$ cat src/rtl/q_writeback_fwd_pkg.sv
// q_pkg: shared widths, types and address helper for the Q-table write-back path
package q_pkg;
  localparam int STATE_W = 6;
  localparam int ACT_W = 2;
  localparam int DATA_W = 16;
  typedef logic [STATE_W+ACT_W-1:0] q_addr_t;
  typedef logic [DATA_W-1:0] q_data_t;
  function automatic q_addr_t q_addr(input logic [STATE_W-1:0] s, input logic [ACT_W-1:0] a);
    return {s, a};
  endfunction
endpackage

$ cat src/rtl/q_writeback_fwd_if.sv
// q_writeback_fwd_if: update, Q-RAM and read-return signals (stat ports with Q_WB_FWD_STATS_EN)
interface q_writeback_fwd_if;
  import q_pkg::*;
  logic wr_valid;
  logic [STATE_W-1:0] wr_state;
  logic [ACT_W-1:0] wr_action;
  q_data_t wr_data;
  logic ram_we;
  q_addr_t ram_waddr;
  q_data_t ram_wdata;
  logic rd_valid;
  logic [STATE_W-1:0] rd_state;
  logic [ACT_W-1:0] rd_action;
  q_data_t ram_rdata;
  logic rd_out_valid;
  q_data_t rd_out_data;
  logic rd_out_fwd;
`ifdef Q_WB_FWD_STATS_EN
  logic [15:0] stat_reads;
  logic [15:0] stat_fwd_hits;
`endif
  modport slave (
    input wr_valid, wr_state, wr_action, wr_data, rd_valid, rd_state, rd_action, ram_rdata,
    output ram_we, ram_waddr, ram_wdata, rd_out_valid, rd_out_data, rd_out_fwd
`ifdef Q_WB_FWD_STATS_EN
    , output stat_reads, stat_fwd_hits
`endif
  );
  modport master (
    output wr_valid, wr_state, wr_action, wr_data, rd_valid, rd_state, rd_action, ram_rdata,
    input ram_we, ram_waddr, ram_wdata, rd_out_valid, rd_out_data, rd_out_fwd
`ifdef Q_WB_FWD_STATS_EN
    , input stat_reads, stat_fwd_hits
`endif
  );
endinterface

$ cat src/rtl/q_writeback_fwd_history.sv
// q_fwd_history: circular buffer of recent Q-RAM writes with newest-first address match
module q_fwd_history
  import q_pkg::*;
#(
  parameter int DEPTH = 4
) (
  input  logic    clk,
  input  logic    rst_n,
  input  logic    push_valid,
  input  q_addr_t push_addr,
  input  q_data_t push_data,
  input  q_addr_t lookup_addr,
  output logic    hit,
  output q_data_t hit_data
);
  localparam int PW = $clog2(DEPTH);
  logic [DEPTH-1:0] valid_q, valid_d;
  q_addr_t addr_q [DEPTH];
  q_addr_t addr_d [DEPTH];
  q_data_t data_q [DEPTH];
  q_data_t data_d [DEPTH];
  logic [PW-1:0] wptr_q, wptr_d, idx;
  always_comb begin
    valid_d = valid_q;
    addr_d = addr_q;
    data_d = data_q;
    wptr_d = wptr_q;
    if (push_valid) begin
      valid_d[wptr_q] = 1'b1;
      addr_d[wptr_q] = push_addr;
      data_d[wptr_q] = push_data;
      wptr_d = (int'(wptr_q) == DEPTH - 1) ? '0 : wptr_q + PW'(1);
    end
  end
  always_comb begin
    hit = 1'b0;
    hit_data = '0;
    idx = '0;
    for (int k = 0; k < DEPTH; k++) begin
      idx = PW'((int'(wptr_q) + k) % DEPTH);
      if (valid_q[idx] && addr_q[idx] == lookup_addr) begin
        hit = 1'b1;
        hit_data = data_q[idx];
      end
    end
  end
  always_ff @(posedge clk or negedge rst_n)
    if (!rst_n) begin
      valid_q <= '0;
      addr_q <= '{default: '0};
      data_q <= '{default: '0};
      wptr_q <= '0;
    end else begin
      valid_q <= valid_d;
      addr_q <= addr_d;
      data_q <= data_d;
      wptr_q <= wptr_d;
    end
endmodule

$ cat src/rtl/q_writeback_fwd.sv
// q_writeback_fwd: registered Q-RAM writes plus RAW forwarding on the delayed read return (stats with Q_WB_FWD_STATS_EN)
module q_writeback_fwd
  import q_pkg::*;
#(
  parameter int RD_LAT = 2,
  parameter int HIST_DEPTH = 4
) (
  input logic clk,
  input logic rst_n,
  q_writeback_fwd_if.slave bus
);
  localparam int L = RD_LAT - 1;
  logic ram_we_q, ram_we_d;
  q_addr_t ram_waddr_q, ram_waddr_d;
  q_data_t ram_wdata_q, ram_wdata_d;
  logic [RD_LAT-1:0] rd_vld_q, rd_vld_d;
  q_addr_t rd_addr_q [RD_LAT];
  q_addr_t rd_addr_d [RD_LAT];
  logic rd_out_valid_q, rd_out_valid_d, rd_out_fwd_q, rd_out_fwd_d;
  q_data_t rd_out_data_q, rd_out_data_d;
  logic hist_hit, byp_hit;
  q_data_t hist_data;
  q_fwd_history #(.DEPTH(HIST_DEPTH)) u_hist (
    .clk(clk),
    .rst_n(rst_n),
    .push_valid(ram_we_q),
    .push_addr(ram_waddr_q),
    .push_data(ram_wdata_q),
    .lookup_addr(rd_addr_q[L]),
    .hit(hist_hit),
    .hit_data(hist_data)
  );
  always_comb begin
    ram_we_d = bus.wr_valid;
    ram_waddr_d = bus.wr_valid ? q_addr(bus.wr_state, bus.wr_action) : ram_waddr_q;
    ram_wdata_d = bus.wr_valid ? bus.wr_data : ram_wdata_q;
    rd_vld_d[0] = bus.rd_valid;
    rd_addr_d[0] = q_addr(bus.rd_state, bus.rd_action);
    for (int i = 1; i < RD_LAT; i++) begin
      rd_vld_d[i] = rd_vld_q[i-1];
      rd_addr_d[i] = rd_addr_q[i-1];
    end
    byp_hit = ram_we_q && ram_waddr_q == rd_addr_q[L];
    rd_out_valid_d = rd_vld_q[L];
    rd_out_fwd_d = rd_vld_q[L] ? byp_hit || hist_hit : rd_out_fwd_q;
    rd_out_data_d = !rd_vld_q[L] ? rd_out_data_q : byp_hit ? ram_wdata_q : hist_hit ? hist_data : bus.ram_rdata;
  end
  always_ff @(posedge clk or negedge rst_n)
    if (!rst_n) begin
      ram_we_q <= 1'b0;
      ram_waddr_q <= '0;
      ram_wdata_q <= '0;
      rd_vld_q <= '0;
      rd_addr_q <= '{default: '0};
      rd_out_valid_q <= 1'b0;
      rd_out_data_q <= '0;
      rd_out_fwd_q <= 1'b0;
    end else begin
      ram_we_q <= ram_we_d;
      ram_waddr_q <= ram_waddr_d;
      ram_wdata_q <= ram_wdata_d;
      rd_vld_q <= rd_vld_d;
      rd_addr_q <= rd_addr_d;
      rd_out_valid_q <= rd_out_valid_d;
      rd_out_data_q <= rd_out_data_d;
      rd_out_fwd_q <= rd_out_fwd_d;
    end
  assign bus.ram_we = ram_we_q;
  assign bus.ram_waddr = ram_waddr_q;
  assign bus.ram_wdata = ram_wdata_q;
  assign bus.rd_out_valid = rd_out_valid_q;
  assign bus.rd_out_data = rd_out_data_q;
  assign bus.rd_out_fwd = rd_out_fwd_q;
`ifdef Q_WB_FWD_STATS_EN
  logic [15:0] stat_reads_q, stat_reads_d, stat_fwd_hits_q, stat_fwd_hits_d;
  always_comb begin
    stat_reads_d = rd_out_valid_q && stat_reads_q != 16'hFFFF ? stat_reads_q + 16'd1 : stat_reads_q;
    stat_fwd_hits_d = rd_out_valid_q && rd_out_fwd_q && stat_fwd_hits_q != 16'hFFFF ? stat_fwd_hits_q + 16'd1 : stat_fwd_hits_q;
  end
  always_ff @(posedge clk or negedge rst_n)
    if (!rst_n) begin
      stat_reads_q <= '0;
      stat_fwd_hits_q <= '0;
    end else begin
      stat_reads_q <= stat_reads_d;
      stat_fwd_hits_q <= stat_fwd_hits_d;
    end
  assign bus.stat_reads = stat_reads_q;
  assign bus.stat_fwd_hits = stat_fwd_hits_q;
`endif
endmodule

$ cat src/flat_wrapper.sv
// flat-port wrapper written by rule: the top's interface ports become plain ports
module q_writeback_fwd_flat import q_pkg::*;
#(
  parameter int RD_LAT = 2,
  parameter int HIST_DEPTH = 4
)
  (clk, rst_n, bus_wr_valid, bus_wr_state, bus_wr_action, bus_wr_data, bus_rd_valid, bus_rd_state, bus_rd_action, bus_ram_rdata, bus_ram_we, bus_ram_waddr, bus_ram_wdata, bus_rd_out_valid, bus_rd_out_data, bus_rd_out_fwd);
  q_writeback_fwd_if bus_i ();
  input logic clk;
  input logic rst_n;
  input wire logic [$bits(bus_i.wr_valid)-1:0] bus_wr_valid;
  input wire logic [$bits(bus_i.wr_state)-1:0] bus_wr_state;
  input wire logic [$bits(bus_i.wr_action)-1:0] bus_wr_action;
  input wire logic [$bits(bus_i.wr_data)-1:0] bus_wr_data;
  input wire logic [$bits(bus_i.rd_valid)-1:0] bus_rd_valid;
  input wire logic [$bits(bus_i.rd_state)-1:0] bus_rd_state;
  input wire logic [$bits(bus_i.rd_action)-1:0] bus_rd_action;
  input wire logic [$bits(bus_i.ram_rdata)-1:0] bus_ram_rdata;
  output wire logic [$bits(bus_i.ram_we)-1:0] bus_ram_we;
  output wire logic [$bits(bus_i.ram_waddr)-1:0] bus_ram_waddr;
  output wire logic [$bits(bus_i.ram_wdata)-1:0] bus_ram_wdata;
  output wire logic [$bits(bus_i.rd_out_valid)-1:0] bus_rd_out_valid;
  output wire logic [$bits(bus_i.rd_out_data)-1:0] bus_rd_out_data;
  output wire logic [$bits(bus_i.rd_out_fwd)-1:0] bus_rd_out_fwd;
  assign bus_i.wr_valid = bus_wr_valid;
  assign bus_i.wr_state = bus_wr_state;
  assign bus_i.wr_action = bus_wr_action;
  assign bus_i.wr_data = bus_wr_data;
  assign bus_i.rd_valid = bus_rd_valid;
  assign bus_i.rd_state = bus_rd_state;
  assign bus_i.rd_action = bus_rd_action;
  assign bus_i.ram_rdata = bus_ram_rdata;
  assign bus_ram_we = bus_i.ram_we;
  assign bus_ram_waddr = bus_i.ram_waddr;
  assign bus_ram_wdata = bus_i.ram_wdata;
  assign bus_rd_out_valid = bus_i.rd_out_valid;
  assign bus_rd_out_data = bus_i.rd_out_data;
  assign bus_rd_out_fwd = bus_i.rd_out_fwd;
  q_writeback_fwd #(.RD_LAT(RD_LAT), .HIST_DEPTH(HIST_DEPTH)) u_core (.clk(clk), .rst_n(rst_n), .bus(bus_i));
endmodule
$ cat config.mk
export PLATFORM = sky130hd
export DESIGN_NAME = q_writeback_fwd_flat
export DESIGN_NICKNAME = d
export VERILOG_FILES = /design/src/rtl/q_writeback_fwd_pkg.sv /design/src/rtl/q_writeback_fwd_if.sv /design/src/rtl/q_writeback_fwd_history.sv /design/src/rtl/q_writeback_fwd.sv /design/src/flat_wrapper.sv
export SDC_FILE = /design/constraint.sdc
export NUM_CORES = 1
export LEC_CHECK = 0
export BUFFER_PORTS_ARGS = -buffer_cell sky130_fd_sc_hd__buf_2
export CORE_MARGIN = 1.5
export CORE_UTILIZATION = 54
export CTS_CLUSTER_SIZE = 20
export DETAILED_ROUTE_END_ITERATION = 7
export PLACE_DENSITY = 0.83
export SETUP_SLACK_MARGIN = 0.02
export SLEW_MARGIN = 20
export SYNTH_ARGS = -nofsm -noshare
export SYNTH_HDL_FRONTEND = slang
export SYNTH_SLANG_ARGS = --single-unit
$ cat constraint.sdc
create_clock -name clk -period 4.2 [get_ports clk]
set_input_delay 0.84 -clock clk [delete_from_list [all_inputs] [get_ports clk]]
set_output_delay 0.84 -clock clk [all_outputs]
set_load 0.02 [all_outputs]
==> results of run 1 <==
worst paths after layout:
kind	slack, ns	end	startpoint	cells past startpoint
max	0.55	u_core.bus.rd_out_data[9]$_DFFE_PN0P_	u_core.u_hist.wptr_q[1]$_DFFE_PN0P_	10
max in group asynchronous	2.92	u_core.bus.ram_wdata[9]$_DFFE_PN0P_	rst_n	2
min reg2reg	0.35	u_core.rd_addr_q[2]$_DFF_PN0_	u_core.rd_addr_d[2]$_DFF_PN0_	0
min	0.35	u_core.rd_addr_q[2]$_DFF_PN0_	u_core.rd_addr_d[2]$_DFF_PN0_	0
min in group asynchronous	0.43	u_core.bus.ram_waddr[6]$_DFFE_PN0P_	rst_n	1
max reg2reg	0.55	u_core.bus.rd_out_data[9]$_DFFE_PN0P_	u_core.u_hist.wptr_q[1]$_DFFE_PN0P_	10
cell families (layout without fill, tap and decap cells):
group,count (synthesis),in the layout,share of synthesized area
DFF,163,163,0.412
AOI/OAI and AO/OA,88,88,0.0651
muxes,236,236,0.371
buffers and inverters,78,162,0.0364
and+or+nand+nor,118,118,0.0669
adders and majority gates,4,4,0.00506
xor gates and xnor gates,46,46,0.0430
routing by layer:
metal,track usage,share of wire,vias to the layer above
met2,0.424,0.50,391
li1,-,-,2983
met1,0.352,0.40,3671
met4,0.102,0.026,0
met5,0,0,-
met3,0.0530,0.080,58
layout make-up:
type	count	area (um2)
clock inverter	11	200
multi-input combinational	492	5460
inverter	17	63.8
fill	1340	6750
sequential	163	4080
clock buffer	20	467
tap	229	287
timing repair buffer	114	652
layout by cell type, fill, tap and decap left out, types with 18 or more instances in the layout:
cell     instances
o21ai_0         21
nor2_1          18
xnor2_1         34
nor3_1          20
nand2_1         19
mux2_2         132
dfrtp_1        161
mux4_2          90
buf_2           93
buf_4           18
stage by stage:
| stage | hold WS, ns | power, uW | instances | cell area (um2) | utilization |
|---|---|---|---|---|---|
| detailed placement | 0.335 | 7180 | 1015 | 10600 | 0.587 |
| finish | 0.348 | 9030 | 1046 | 11200 | 0.624 |
| floorplan | 0.331 | 6250 | 733 | 9890 | - |
| global route | 0.356 | 9490 | 1046 | 11200 | 0.624 |
| global placement | 0.333 | 7020 | 1015 | 10600 | 0.587 |
| CTS | 0.349 | 8990 | 1046 | 11200 | 0.624 |
critical path: stages (launching register included):
cell and delay [ns]:
dfrtp_2 0.35, buf_4 0.67, mux2i_1 0.32, xnor2_1 0.18
nor3_1 0.09, o211ai_1 0.90, buf_4 0.36, o211ai_1 0.10
buf_4 0.24, nor3_1 0.21, nor3_1 0.08
sequential cells by signal, summed over array words and instances, names as in the netlist:
signal,cells
u_core.rd_vld_q,2
u_core.rd_addr_q,8
u_core.bus.ram_waddr,8
u_core.u_hist.addr_q,32
u_core.u_hist.data_q,64
u_core.u_hist.wptr_q,2
u_core.u_hist.valid_q,4
u_core.bus.ram_we,1
u_core.bus.rd_out_data,16
u_core.rd_addr_d,8
u_core.bus.rd_out_valid,1
u_core.bus.ram_wdata,16
u_core.bus.rd_out_fwd,1
power breakdown:
| part | leakage [uW] | switching, uW | internal (uW) | total (uW) |
|---|---|---|---|---|
| Combinational | 0.00224 | 1940 | 2470 | 4410 |
| Clock | 0.000319 | 651 | 1100 | 1760 |
| Sequential | 0.00192 | 722 | 2130 | 2860 |
| Total | 0.00448 | 3320 | 5710 | 9030 |
==> results.yml, run 1 <==
grt:
  grt-ovfl-total: 0
  track_usage: 0.262
  grt_pass1_vias: 7122
  antenna_found_initial: 0
  grt_max_degree: 99
  grt_first_pass_wirelength_mm: 39.3
routing:
  vias: 7103
  drt-total-wl_mm: 24.4
  first_iter_violations: 597
  dr.pass1.iters: 5
  post_drt_wl_per_cell_um: 23.3
  detail-route-antenna-nets: 0
  routed_via_density: 6.79
  drc_errors: 0
clock_network:
  root_buffer: "clkbuf_16"
  path_clk_slew_ns: 0.07
  numCtsBuffers: 17
  htreeDepth: 4
  ctsResizeCount: 0
  tritoncts: "done"
  cts.sinks: 163
  hold_buffers: 0
  clk_latency_ns: 0.44
  cts_buffer_depth: 2
  cts_setup_buffers: 0
die:
  die_w_um: 138
  die_h_um: 138
  rows: 49
  core_region_area_um2: 18000
  pin_count: 95
  start_util: 0.551
  die-area_um2: 19100
sta:
  skew_ns: 0.00993
  drv_slew: 0
  tightest_slew_ns: 1.11
  post-route-period-util: 0.870
  rsz0062_at_grt: "no"
  fin_ws_ns: 0.546
  setup_viol: 0
  max_freq_mhz: 274
  setup_tns_ns: 0
  hold_viol_final: 0
  fin_crit_ns: 3.65
  slew_headroom: 0.255
layout:
  syn_to_final_growth_pct: 13.4
  diodes: 0
  drive_above_1_share: 0.468
  fin_nets: 861
logic_synthesis:
  synth_cells: 733
  synth.top_cells.by_count: "dfrtp_1 (163), mux2_2 (132), mux4_2 (90)"
  yosys-top-cells-area: "dfrtp_1 (41%), mux4_2 (20%), mux2_2 (15%)"
  syn_area_um2: 9890
  syn_nets: 789
  synth_seq_cells: 163
  synth_ff_type: "dfrtp_1"
  synth.avg_cell_area_um2: 13.5
  yosysTopAreaCell: "dfrtp_1"
  yosysMostFrequentCell: "dfrtp_1"
  netlist.area_leader.share: 0.412
  yosysWarnings: 0
  synth_seq_area_share: 0.412
  synthArstFlopShare: 1.00
  synth_edf_count: 0
  ys_types: 54
power:
  ir_drop_mv: 0.405
  p_leak_uw: 0.00448
  p_per_area_nw_per_um2: 805
flow_run:
  drv_cap: 0
setup_path:
  worstSetupStartpointType: "flip-flop"
  worstPathMaxFanout: 57
  cp.arrival_ns: 3.97
  worstSetupPathType: "flip-flop to flip-flop"
  end_kind: "flip-flop"
  cp.required_ns: 4.52
placement:
  port_buffers: 94
  pre_cts_ws_ns: 0.667
  gp_congestion: 0.902
  place_hpwl_mm: 15.3
worst_hold_path:
  hp-class: "flip-flop to flip-flop"
outcome:
  status: "complete, no violations"
Power figures use the tool's default switching activity.
==> inputs of run 2 (changes only) <==
--- a/config.mk
+++ b/config.mk
@@ -7,10 +7,10 @@
 export LEC_CHECK = 0
 export BUFFER_PORTS_ARGS = -buffer_cell sky130_fd_sc_hd__buf_2
 export CORE_MARGIN = 1.5
-export CORE_UTILIZATION = 54
+export CORE_UTILIZATION = 55
 export CTS_CLUSTER_SIZE = 20
 export DETAILED_ROUTE_END_ITERATION = 7
-export PLACE_DENSITY = 0.83
+export PLACE_DENSITY = 0.81
 export SETUP_SLACK_MARGIN = 0.02
 export SLEW_MARGIN = 20
 export SYNTH_ARGS = -nofsm -noshare
==> constraint.sdc (replaced) <==
create_clock -name clk -period 3.7 [get_ports clk]
set_input_delay 0.74 -clock clk [delete_from_list [all_inputs] [get_ports clk]]
set_output_delay 0.74 -clock clk [all_outputs]
set_load 0.02 [all_outputs]
==> run 2 against run 1 <==
Against the previous run:
- combinational power is 15% higher
- maximum frequency increased by 4.8%
- first-iteration DRC count fell by 6.9%
- power is 12% higher
- largest cell class unchanged
==> results.yml, run 2 (synthesis gave the netlist of run 1 again) <==
placement:
  port_buffers: 94
  gp_congestion: 0.920
  place_hpwl_mm: 16.1
  dp_cells: 1018
routing:
  routed_via_density: 6.70
  detail-route-antenna-nets: 0
  drt-total-wl_mm: 24.4
  first_iter_violations: 556
  post_drt_wl_per_cell_um: 23.2
  vias: 7040
  drc_errors: 0
  dr.pass1.iters: 5
grt:
  grt-ovfl-total: 0
  grt_pass1_vias: 7258
  track_usage: 0.278
  grt_first_pass_wirelength_mm: 39.1
  antenna_found_initial: 0
  grt_max_degree: 83
layout:
  top_register: "u_core.u_hist.data_q"
  drive_above_1_share: 0.472
  finalNonFillerCells: 1050
  final_cell_mix: "dfrtp_1 (161), mux2_2 (132), buf_2 (93), mux4_2 (90), xnor2_1 (34)"
  diodes: 0
  fin_nets: 868
  largest_register_ffs: 64
  final_common_cell: "dfrtp_1"
  syn_to_final_growth_pct: 13.3
  reg.largest.list: "u_core.u_hist.data_q: 64 flops, u_core.u_hist.addr_q: 32 flops"
worst_hold_path:
  hp-class: "input port to asynchronous set/reset pin"
die:
  die-area_um2: 18800
  pin_count: 95
  die_h_um: 137
  die_w_um: 137
  rows: 48
  start_util: 0.568
  core_region_area_um2: 17400
clock_network:
  cts_setup_buffers: 0
  htreeDepth: 4
  clk_latency_ns: 0.43
  root_buffer: "clkbuf_16"
  cts_buffer_depth: 2
  hold_buffers: 0
  cts.sinks: 163
  path_clk_slew_ns: 0.07
  ctsResizeCount: 0
  tritoncts: "done"
  numCtsBuffers: 17
setup_path:
  path_cells: "clkinv_1, ha_2, buf_4, nand2_1, o221ai_1, o21ai_0, or4_4, o211ai_1, nor3_1, nor3_1"
  worstSetupStartpointType: "flip-flop"
  worstSetupPathType: "flip-flop to flip-flop"
  cp.required_ns: 4.04
  cp.arrival_ns: 3.82
  startpoint: "u_core.u_hist.wptr_q[0]$_DFFE_PN0P_"
  worst_path_max_delay_cell: "or4_4"
  r2r_start: "u_core.u_hist.wptr_q[0]$_DFFE_PN0P_"
  crit_family: "simple AND/OR/NAND/NOR gates"
  r2r_slack_ns: 0.21
  worstPathMaxFanout: 16
  max_stage_delay_ns: 0.69
  crit_buf_inv: 2
  end_kind: "flip-flop"
  timing.rr.end: "u_core.bus.rd_out_data[4]$_DFFE_PN0P_"
  cp_common_cell: "nor3_1"
  rr_worst_depth: 10
sta:
  max_freq_mhz: 287
  hold_viol_final: 0
  slew_headroom: 0.437
  tightest_slew_ns: 0.844
  setup_viol: 0
  drv_slew: 0
  skew_ns: 0.0114
  rsz0062_at_grt: "no"
  setup_tns_ns: 0
  fin_crit_ns: 3.49
  post-route-period-util: 0.942
power:
  power_switching_uw: 3780
  seqPwrFrac: 0.321
  p_clk_frac: 0.182
  ir_drop_mv: 0.631
  p_leak_uw: 0.00448
  p_per_area_nw_per_um2: 904
  combPwrFrac: 0.498
  power.internal_uw: 6360
  p_sw_frac: 0.373
flow_run:
  drv_cap: 0
outcome:
  status: "complete, no violations"
==> run 2: cell types whose count changed in the layout (fill, tap and decap cells not counted) <==
cell / before / now
bufinv_16: 5 / 3
clkbuf_8: 3 / 2
clkinvlp_4: 2 / 4
clkbuf_1: 0 / 1
clkinv_2: 0 / 2
inv_6: 1 / 0
buf_4: 18 / 25
==> run 2: power by group through the flow <==
| stage | logic (uW) | registers (uW) | clock network [uW] |
|---|---|---|---|
| 6_report | 5050 | 3250 | 1840 |
| 5_1_grt | 5400 | 3340 | 1930 |
| 4_1_cts | 5050 | 3220 | 1870 |
| 3_5_place_dp | 5010 | 3240 | 0 |
| 3_3_place_gp | 4870 | 3170 | 0 |
| 2_1_floorplan | 4090 | 3010 | 0 |
==> run 2: how the worst max path moves through the flow <==
| stage | endpoint | cells after the start | slack, ns |
|---|---|---|---|
| global placement | u_core.bus.rd_out_data[9]$_DFFE_PN0P_ | 10 | 0.40 |
| global route | u_core.bus.rd_out_data[4]$_DFFE_PN0P_ | 10 | 0.02 |
| CTS | u_core.bus.rd_out_data[4]$_DFFE_PN0P_ | 10 | 0.23 |
| floorplan | u_core.bus.rd_out_data[0]$_DFFE_PN0P_ | 15 | 0.07 |
| detailed placement | u_core.bus.rd_out_data[9]$_DFFE_PN0P_ | 10 | 0.30 |
| finish | u_core.bus.rd_out_data[4]$_DFFE_PN0P_ | 10 | 0.21 |
==> run 2: final cells by class <==
type                       instances  area [um2]
tap                              225         282
fill                            1304        6210
timing repair buffer             121         704
clock inverter                    12         156
clock buffer                      20         457
inverter                          17        63.8
multi-input combinational        492        5460
sequential                       163        4080
==> run 2: stage by stage <==
step / setup slack, ns / util / hold WS (ns) / area, um2 / power, uW
2_1_floorplan: 0.0661 / - / 0.331 / 9900 / 7100
3_3_place_gp: 0.404 / 0.608 / 0.334 / 10600 / 8040
3_5_place_dp: 0.304 / 0.608 / 0.336 / 10600 / 8260
4_1_cts: 0.231 / 0.644 / 0.347 / 11200 / 10100
5_1_grt: 0.0227 / 0.644 / 0.364 / 11200 / 10700
6_report: 0.215 / 0.644 / 0.310 / 11200 / 10100
==> run 2: routing by layer <==
| layer | routed length, um | track usage | vias up | part of all wire |
|---|---|---|---|---|
| met1 | 9510 | 0.357 | 3625 | 0.39 |
| met2 | 12400 | 0.461 | 346 | 0.51 |
| met4 | 602 | 0.102 | 0 | 0.025 |
| li1 | - | - | 3008 | - |
| met3 | 1880 | 0.0644 | 61 | 0.077 |
| met5 | 0 | 0 | - | 0 |
==> inputs of run 3 (changes only) <==
--- a/config.mk
+++ b/config.mk
@@ -5,12 +5,12 @@
 export SDC_FILE = /design/constraint.sdc
 export NUM_CORES = 1
 export LEC_CHECK = 0
-export BUFFER_PORTS_ARGS = -buffer_cell sky130_fd_sc_hd__buf_2
 export CORE_MARGIN = 1.5
 export CORE_UTILIZATION = 55
 export CTS_CLUSTER_SIZE = 20
 export DETAILED_ROUTE_END_ITERATION = 7
-export PLACE_DENSITY = 0.81
+export DONT_BUFFER_PORTS = 1
+export PLACE_DENSITY = 0.76
 export SETUP_SLACK_MARGIN = 0.02
 export SLEW_MARGIN = 20
 export SYNTH_ARGS = -nofsm -noshare
==> run 3 against run 2 <==
Against the previous run:
- routed wire length fell by 1.2%
- global-route usage decreased by 0.22 points
- critical path depth unchanged
- utilization down 2.9 points
- die area did not move
- setup slack better by 0.052 ns
- the flow now finishes with violations (hold timing)
- combinational power down 4.4%
==> results.yml, run 3 (synthesis gave the netlist of run 1 again) <==
sta:
  skew_ns: 0.0104
  setup_tns_ns: 0
  setup_viol: 0
  drv_slew: 0
  tightest_slew_ns: 1.20
  hold_ws_ns: -0.00583
  hold_viol_final: 9
  rsz0062_at_grt: "no"
  max_freq_mhz: 291
  post-route-period-util: 0.928
  fin_crit_ns: 3.43
  slew_headroom: 0.195
layout:
  final_cell_mix: "dfrtp_1 (161), mux2_2 (132), mux4_2 (90), xnor2_1 (34), buf_4 (28)"
  fin_nets: 776
  reg.largest.list: "u_core.u_hist.data_q: 64 flops, u_core.u_hist.addr_q: 32 flops"
  final_common_cell: "dfrtp_1"
  syn_to_final_growth_pct: 8.30
  finalNonFillerCells: 959
  top_register: "u_core.u_hist.data_q"
  largest_register_ffs: 64
  drive_above_1_share: 0.404
setup_path:
  crit_buf_inv: 2
  r2r_start: "u_core.u_hist.wptr_q[0]$_DFFE_PN0P_"
  cp.arrival_ns: 3.77
  worstPathMaxFanout: 25
  crit_family: "simple AND/OR/NAND/NOR gates"
  worstSetupStartpointType: "flip-flop"
  timing.rr.end: "u_core.bus.rd_out_data[4]$_DFFE_PN0P_"
  r2r_slack_ns: 0.27
  end_kind: "flip-flop"
  max_stage_delay_ns: 0.68
  worstSetupPathType: "flip-flop to flip-flop"
  worst_path_max_delay_cell: "ha_2"
  cp.required_ns: 4.03
  rr_worst_depth: 10
  path_cells: "clkinv_1, ha_2, mux4_2, xnor2_1, nand4_1, or4_4, o211ai_1, buf_4, nor3_1, nor3_1"
  cp_common_cell: "nor3_1"
outcome:
  status: "complete, but fails checks"
  violations: "hold timing"
routing:
  post_drt_wl_per_cell_um: 25.1
  first_iter_violations: 570
  routed_via_density: 6.99
  vias: 6708
  drt-total-wl_mm: 24.1
  drc_errors: 0
  detail-route-antenna-nets: 0
  dr.pass1.iters: 5
die:
  die-area_um2: 18800
  rows: 48
  core_region_area_um2: 17400
  pin_count: 95
  die_h_um: 137
  die_w_um: 137
  start_util: 0.568
grt:
  track_usage: 0.275
  grt_first_pass_wirelength_mm: 38.6
  antenna_found_initial: 1
  grt-ovfl-total: 0
  grt_pass1_vias: 6951
  grt_max_degree: 164
clock_network:
  cts_setup_buffers: 0
  path_clk_slew_ns: 0.07
  cts_buffer_depth: 2
  clk_latency_ns: 0.44
  cts.sinks: 163
  numCtsBuffers: 17
  htreeDepth: 4
  ctsResizeCount: 0
  tritoncts: "done"
  root_buffer: "clkbuf_16"
worst_hold_path:
  hp-class: "input port to asynchronous set/reset pin"
power:
  p_leak_uw: 0.00409
  p_per_area_nw_per_um2: 926
  finalPower_uw: 9920
  ir_drop_mv: 0.555
flow_run:
  drv_cap: 0
placement:
  port_buffers: 0
  place_hpwl_mm: 16.1
  dp_cells: 926
  gp_congestion: 0.907
==> run 3: area by class of cell <==
type,count,area (um2)
fill,1355,6710
multi-input combinational,492,5460
sequential,163,4080
clock buffer,19,433
tap,225,282
timing repair buffer,29,230
clock inverter,13,153
inverter,17,63.8
antenna,1,2.50
==> run 3: routing by layer <==
metal  track usage  vias to the layer above  wire length (um)
met5             0                        -                 0
met4         0.117                        0               757
met3        0.0722                       66              2030
met2         0.459                      317             12400
met1         0.340                     3494              8880
li1              -                     2831                 -
==> run 3: worst reg2reg max path, cell delays in order (launching register included) <==
cell	delay, ns
dfrtp_4	0.43
clkinv_1	0.10
ha_2	0.68
mux4_2	0.40
xnor2_1	0.23
nand4_1	0.16
or4_4	0.64
o211ai_1	0.21
buf_4	0.21
nor3_1	0.07
nor3_1	0.21
==> run 3: through the flow <==
stage	instance area [um2]	worst slack [ns]	util	hold slack, ns
after floorplan	9900	0.0661	-	0.331
after global placement	10100	0.384	0.581	0.338
after detailed placement	10100	0.352	0.581	0.336
after CTS	10700	0.328	0.615	-0.0165
after global routing	10700	0.0924	0.615	-0.0253
final	10700	0.266	0.615	-0.00583
==> run 3: how the worst max path moves through the flow <==
stage / from / to / slack [ns] / cells after the start
global route: u_core.u_hist.wptr_q[0]$_DFFE_PN0P_ / u_core.bus.rd_out_data[4]$_DFFE_PN0P_ / 0.09 / 10
CTS: u_core.u_hist.wptr_q[0]$_DFFE_PN0P_ / u_core.bus.rd_out_data[13]$_DFFE_PN0P_ / 0.33 / 7
detailed placement: u_core.u_hist.wptr_q[0]$_DFFE_PN0P_ / u_core.bus.rd_out_data[13]$_DFFE_PN0P_ / 0.35 / 7
floorplan: u_core.u_hist.wptr_q[1]$_DFFE_PN0P_ / u_core.bus.rd_out_data[0]$_DFFE_PN0P_ / 0.07 / 15
finish: u_core.u_hist.wptr_q[0]$_DFFE_PN0P_ / u_core.bus.rd_out_data[4]$_DFFE_PN0P_ / 0.27 / 10
global placement: u_core.u_hist.wptr_q[0]$_DFFE_PN0P_ / u_core.bus.rd_out_data[13]$_DFFE_PN0P_ / 0.38 / 7
==> run 3: report_power, final <==
part | switching, uW | total [uW] | leakage, uW | internal, uW
clock network | 761 | 1770 | 0.000274 | 1010
logic | 2070 | 4830 | 0.00190 | 2760
registers | 901 | 3320 | 0.00192 | 2420
total | 3730 | 9920 | 0.00409 | 6190
